==> src/rtl/keypad_key_fifo_pkg.sv <==
// ----------------------------------------------------------------------------
// keypad_key_fifo_pkg
//   Definitions shared by the keypad key FIFO and the keypad controller side:
//   key code width, default FIFO depth and the capture-state encodings.
// ----------------------------------------------------------------------------
package keypad_key_fifo_pkg;

  localparam int KEY_W        = 4;  // keypad_data width of keypad_controller
  localparam int FIFO_DEPTH   = 8;  // default number of FIFO entries
  localparam int FIFO_ADDR_W  = 3;  // log2(FIFO_DEPTH)

  // Capture FSM: waits for the key interrupt, then waits for its release.
  typedef enum logic {
    WAIT_PRESS = 1'b0,
    HELD       = 1'b1
  } cap_state_e;

endpackage : keypad_key_fifo_pkg

==> src/rtl/keypad_key_fifo_capture.sv <==
// ----------------------------------------------------------------------------
// keypad_key_fifo_capture
//   Key event capture for the keypad key FIFO. Turns the controller interrupt
//   (level or pulse) into exactly one push strobe per key event: a push is
//   issued in the cycle the interrupt is first seen high, and no further push
//   happens until the interrupt has been low for at least one cycle.
//
// Ports
//   clk           in   system clock, rising edge
//   reset         in   asynchronous, active-high
//   i_interrupt   in   key event from keypad_controller
//   i_keypad_data in   key code, forwarded with the push strobe
//   o_push        out  1-cycle push strobe (combinational, same cycle as edge)
//   o_code        out  key code to store when o_push is high
// ----------------------------------------------------------------------------
module keypad_key_fifo_capture
  import keypad_key_fifo_pkg::*;
#(
  parameter int DATA_W = KEY_W
) (
  input  logic              clk,
  input  logic              reset,
  input  logic              i_interrupt,
  input  logic [DATA_W-1:0] i_keypad_data,
  output logic              o_push,
  output logic [DATA_W-1:0] o_code
);

  cap_state_e r_state;
  cap_state_e w_next_state;

  // NOTE: state registers use non-blocking assignments so every flop samples
  // the pre-edge values of the others, independent of block ordering.
  always_ff @(posedge clk or posedge reset) begin
    if (reset) r_state <= WAIT_PRESS;
    else       r_state <= w_next_state;
  end

  // NOTE: every output of this block gets a default first, so no path through
  // the case statement leaves a signal unassigned and infers a latch.
  always_comb begin
    w_next_state = r_state;
    o_push       = 1'b0;
    case (r_state)
      WAIT_PRESS: begin
        if (i_interrupt) begin
          o_push       = 1'b1;
          w_next_state = HELD;
        end
      end
      HELD: begin
        if (!i_interrupt) w_next_state = WAIT_PRESS;
      end
      default: w_next_state = WAIT_PRESS;
    endcase
  end

  assign o_code = i_keypad_data;

endmodule : keypad_key_fifo_capture

==> src/rtl/keypad_key_fifo.sv <==
// ----------------------------------------------------------------------------
// keypad_key_fifo
//   Buffers key codes from keypad_controller in a small FIFO and hands them to
//   the host through a registered read port.
//
// Ports
//   clk           in   system clock, rising edge
//   reset         in   asynchronous, active-high; clears all state
//   interrupt     in   key event from keypad_controller
//   keypad_data   in   key code, sampled in the cycle the event is seen
//   rd_en         in   pop request
//   clr_overflow  in   clears the sticky overflow flag
//   flush         in   synchronous empty of the FIFO
//   rd_data       out  popped key code, registered, holds when rd_valid=0
//   rd_valid      out  1-cycle pulse when rd_data was updated
//   empty/full    out  count == 0 / count == DEPTH
//   count         out  entries held, 0..DEPTH
//   overflow      out  sticky: a key event was dropped while full
//   irq           out  level, ~empty
// ----------------------------------------------------------------------------
module keypad_key_fifo
  import keypad_key_fifo_pkg::*;
#(
  parameter int DATA_W = KEY_W,
  parameter int DEPTH  = FIFO_DEPTH,
  parameter int ADDR_W = FIFO_ADDR_W
) (
  input  logic              clk,
  input  logic              reset,
  input  logic              interrupt,
  input  logic [DATA_W-1:0] keypad_data,
  input  logic              rd_en,
  input  logic              clr_overflow,
  input  logic              flush,
  output logic [DATA_W-1:0] rd_data,
  output logic              rd_valid,
  output logic              empty,
  output logic              full,
  output logic [ADDR_W:0]   count,
  output logic              overflow,
  output logic              irq
);

  localparam logic [ADDR_W:0]   C_DEPTH   = (ADDR_W + 1)'(DEPTH);
  localparam logic [ADDR_W:0]   C_CNT_ONE = (ADDR_W + 1)'(1);
  localparam logic [ADDR_W-1:0] C_PTR_ONE = ADDR_W'(1);

  logic [DATA_W-1:0] r_mem [DEPTH];
  logic [ADDR_W-1:0] r_wr_ptr;
  logic [ADDR_W-1:0] r_rd_ptr;
  logic [ADDR_W:0]   r_count;
  logic [DATA_W-1:0] r_rd_data;
  logic              r_rd_valid;
  logic              r_overflow;

  logic              w_push;
  logic [DATA_W-1:0] w_code;
  logic              w_empty;
  logic              w_full;
  logic              w_pop;
  logic              w_push_ok;
  logic              w_drop;

  keypad_key_fifo_capture #(
    .DATA_W(DATA_W)
  ) u_capture (
    .clk          (clk),
    .reset        (reset),
    .i_interrupt  (interrupt),
    .i_keypad_data(keypad_data),
    .o_push       (w_push),
    .o_code       (w_code)
  );

  assign w_empty   = (r_count == '0);
  assign w_full    = (r_count == C_DEPTH);
  // A pop on an empty FIFO is ignored even if a push lands in the same cycle.
  assign w_pop     = rd_en && !w_empty;
  // When full, a same-cycle pop frees the slot, so the push is accepted.
  assign w_push_ok = w_push && (!w_full || w_pop);
  assign w_drop    = w_push && w_full && !w_pop;

  // NOTE: the storage array has no reset; only pointers and count define which
  // entries are valid, so stale contents are never observable.
  always_ff @(posedge clk) begin
    if (w_push_ok && !flush) r_mem[r_wr_ptr] <= w_code;
  end

  always_ff @(posedge clk or posedge reset) begin
    if (reset) begin
      r_wr_ptr   <= '0;
      r_rd_ptr   <= '0;
      r_count    <= '0;
      r_rd_data  <= '0;
      r_rd_valid <= 1'b0;
    end else if (flush) begin
      // Flush overrides any same-cycle push and pop.
      r_wr_ptr   <= '0;
      r_rd_ptr   <= '0;
      r_count    <= '0;
      r_rd_valid <= 1'b0;
    end else begin
      r_rd_valid <= w_pop;
      if (w_pop) begin
        r_rd_data <= r_mem[r_rd_ptr];
        r_rd_ptr  <= r_rd_ptr + C_PTR_ONE;
      end
      if (w_push_ok) r_wr_ptr <= r_wr_ptr + C_PTR_ONE;
      case ({w_push_ok, w_pop})
        2'b10:   r_count <= r_count + C_CNT_ONE;
        2'b01:   r_count <= r_count - C_CNT_ONE;
        default: r_count <= r_count;
      endcase
    end
  end

  // Sticky overflow: a new drop wins over a same-cycle clear.
  always_ff @(posedge clk or posedge reset) begin
    if (reset)             r_overflow <= 1'b0;
    else if (w_drop && !flush) r_overflow <= 1'b1;
    else if (clr_overflow) r_overflow <= 1'b0;
  end

  assign rd_data  = r_rd_data;
  assign rd_valid = r_rd_valid;
  assign empty    = w_empty;
  assign full     = w_full;
  assign count    = r_count;
  assign overflow = r_overflow;
  assign irq      = !w_empty;

endmodule : keypad_key_fifo
==> config.mk <==
export PLATFORM = sky130hd
export DESIGN_NAME = keypad_key_fifo
export DESIGN_NICKNAME = d
export VERILOG_FILES = /design/src/rtl/keypad_key_fifo_pkg.sv /design/src/rtl/keypad_key_fifo_capture.sv /design/src/rtl/keypad_key_fifo.sv
export SDC_FILE = /design/constraint.sdc
export NUM_CORES = 1
export LEC_CHECK = 0
export ABC_AREA = 1
export CAP_MARGIN = 20
export CORE_MARGIN = 1.5
export CORE_UTILIZATION = 56
export CTS_CLUSTER_DIAMETER = 100
export DETAILED_ROUTE_END_ITERATION = 8
export PLACE_DENSITY = 0.9
export SLEW_MARGIN = 20
export SYNTH_ARGS = -nofsm -noshare
export SYNTH_HDL_FRONTEND = slang
export SYNTH_HIERARCHICAL = 1
export SYNTH_SLANG_ARGS = --single-unit
==> constraint.sdc <==
create_clock -name clk -period 2.4 [get_ports clk]
set_clock_uncertainty 0.2 [all_clocks]
set_input_delay 0.72 -clock clk [delete_from_list [all_inputs] [get_ports clk]]
set_output_delay 0.72 -clock clk [all_outputs]
set_load 0.01 [all_outputs]
==> metrics.txt <==
CTS max path bufs 2; hold buffer count at cts 0; final core utilization 0.731; Tot GR Track Use 0.239; Row Count 22; RePlAce Congestion 0.822; post-route minimum period 2.36 ns; non-filler cells, final 309; # IOs 23; Cell Area, Synth 2250 sq um; min-delay worst type flip-flop to flip-flop; worst skew pair latency 0.30 ns; largest net degree at the start of global routing 19; DRC errors left 0; P_sw 0.941 mW; PnR worst setup slack 0.0445 ns; pre-CTS setup slack -0.304 ns; clk slew on worst S/H paths 0.09 ns; Mapped Cells 216; HPWL after DPL 3310 um; Slew headroom 0.569; TritonCTS Buffers 5; final setup fails 0; Setup crit end kind output port; vias in the first global route 1674; DRC marker count from the first detailed-route iteration 152; DR WL/cell 15.3 um; PortBufs 22; CTS tree built; worst-path maximum fanout 3; max cap viols 0; syn nets 231; RSZ-0062 raised after global routing false; slowest CP cell clkdlybuf4s50_1; DR vias 1716; Setup CP Type flip-flop to output port; Clock Tree Root clkbuf_8; fin area 2760 sq um; 1st-pass router iterations 4; Clock Sinks 49; P_leak 1.18 nW; PwrDens 950 nW/um^2; crit-path cells nor2_4, nand2_4, clkdlybuf4s50_1; ant diodes 0; Sequential Power Share 0.404; layout cell share with drive strength beyond 1 0.207; setup TNS 0 ns; Comb power frac 0.408; data required time at the worst endpoint 1.48 ns; status finished clean; Die Height 66.4 um; core footprint 3770 sq um; fin crit share 0.981; cell family with most CP delay buffers and inverters; Die ar. 4400 sq um; Sw Share 0.360; Worst EP arrival 1.44 ns; antenna violations before repair 0; Worst setup SP type flip-flop; buffers plus inverters on the worst setup path 1; Avg Synthesized Cell Area 10.4 sq um; register area share after synthesis 0.617; post-synthesis cell type count 26; CTS H-tree lvls 2; max-slew violations 0; Area after DPL 2610 sq um; placed cell count 296; worst slew pin tran 0.647 ns; Pwr Total 2.62 mW; Hold Slack 0.296 ns; Routed WL 4720 um; starting density of the core 0.596; Clock power frac 0.187; Area growth syn-to-layout 22.5%; Avg Vias per Cell 5.55; first-pass GRT wire length 7670 um; synthesized flop and latch total 49; Max Freq 425 MHz; final hold vios 0; total global routing overflow 0; post-route antenna net violation count 0; max incr delay on CP 0.48 ns; nets 275; Pint 1.68 mW; worst vdd ir 0.596 mV; YS warnings 6; Die Wd 66.4 um
[state kept, by name, indices dropped and copies added (netlist names)]
| name | flops |
|---|---|
| u_capture/r_state | 1 |
| r_wr_ptr | 3 |
| count | 4 |
| r_rd_ptr | 3 |
| rd_valid | 1 |
| rd_data | 4 |
| overflow | 1 |
| r_mem | 32 |
[synth_stat cells]
| cell type | count | area share |
|---|---|---|
| nand2_1 | 36 | 0.060 |
| nor2_1 | 35 | 0.058 |
| edfxtp_1 | 32 | 0.43 |
| inv_1 | 18 | 0.030 |
| o21ai_0 | 18 | 0.040 |
| dfrtp_1 | 17 | 0.19 |
| nand3_1 | 13 | 0.029 |
| o211ai_1 | 8 | 0.027 |
| nand2_2 | 6 | 0.017 |
| buf_4 | 5 | 0.017 |
| buf_2 | 4 | 0.0089 |
| ha_1 | 4 | 0.022 |
| inv_2 | 3 | 0.0050 |
| nand3_4 | 2 | 0.016 |
| nand4_1 | 2 | 0.0056 |
| nor2_2 | 2 | 0.0056 |
| o21ai_1 | 2 | 0.0045 |
| a21o_1 | 1 | 0.0033 |
| a21oi_1 | 1 | 0.0022 |
| a21oi_2 | 1 | 0.0039 |
| clkinv_2 | 1 | 0.0022 |
| fa_1 | 1 | 0.0089 |
| nand2_4 | 1 | 0.0050 |
| nor2_4 | 1 | 0.0050 |
| o32ai_1 | 1 | 0.0039 |
| xor2_1 | 1 | 0.0039 |
[per-layer routing]
layer	routed length [um]	global-route usage	vias to the layer above
li1	-	-	807
met5	0	0	-
met1	1970	0.297	828
met4	57	0.0740	0
met2	2430	0.414	73
met3	259	0.0562	8
[power by group through the flow]
stage,clock (mW),sequential [mW],combinational [mW]
after floorplan,0,1.10,0.540
after global routing,0.539,1.07,1.15
after CTS,0.499,1.06,1.05
after global placement,0,1.09,0.927
final,0.490,1.06,1.07
after detailed placement,0,1.09,0.973
[cell usage in the layout, fill, tap and decap left out, drive strengths merged]
master	synthesis	layout
a21o	1	1
a21oi	2	2
buf	9	24
clkbuf	0	5
clkdlybuf4s50	0	19
clkinv	1	2
clkinvlp	0	1
dfrtp	17	17
dlygate4sd2	0	2
dlymetal6s2s	0	1
edfxtp	32	32
fa	1	1
ha	4	4
inv	21	22
nand2	43	43
nand3	15	15
nand4	2	2
nor2	38	38
o211ai	8	8
o21ai	20	20
o32ai	1	1
xor2	1	1
[worst reg2reg max path, stage by stage, from the launching register on]
cell and delay [ns]:
dfrtp_1 0.42, nor2_4 0.16, nand2_4 0.08, buf_4 0.17, nand3_4 0.06, inv_2 0.06
ha_1 0.27, a21o_1 0.18, nand2_1 0.06, nand2_2 0.05, nand3_1 0.07, nand2_1 0.05
nand2_1 0.05, nand2_1 0.05
[cell type report]
type	count	area (sq um)
Inverter	22	83.8
Sequential cell	49	1390
Multi-Input combinational cell	136	728
Clock buffer	5	68.8
Clock inverter	3	25.0
Fill cell	270	1020
Tap cell	48	60.1
Timing Repair Buffer	46	400
[cells by family after synthesis]
logic type	after synthesis	share of synthesized area
DFF	49	0.617
xor gates and xnor gates	1	0.00390
AOI/OAI and AO/OA	32	0.0846
and+or+nand+nor	98	0.201
adders and majority gates	5	0.0312
buffers and inverters	31	0.0629
[worst paths after layout]
check	start	endpoint	slack, ns	depth (start not counted)
max	count[0]$_DFFE_PP0P_	irq	0.04	3
min	rd_data[2]$_DFFE_PP0P_	rd_data[2]$_DFFE_PP0P_	0.30	2
max reg2reg	count[0]$_DFFE_PP0P_	count[3]$_DFFE_PP0P_	0.35	13
min reg2reg	rd_data[2]$_DFFE_PP0P_	rd_data[2]$_DFFE_PP0P_	0.30	2
max in group asynchronous	reset	count[1]$_DFFE_PP0P_	0.92	2
min in group asynchronous	reset	u_capture/r_state$_DFF_PP0_	0.37	2
[what timing repair did]
action	4_1_cts	5_1_grt
resized for setup	5	4
cloned	0	0
buffers inserted	5	0
pin swaps	1	2
endpoints found under the setup margin	3	3
(Power assumes the default switching activity.)
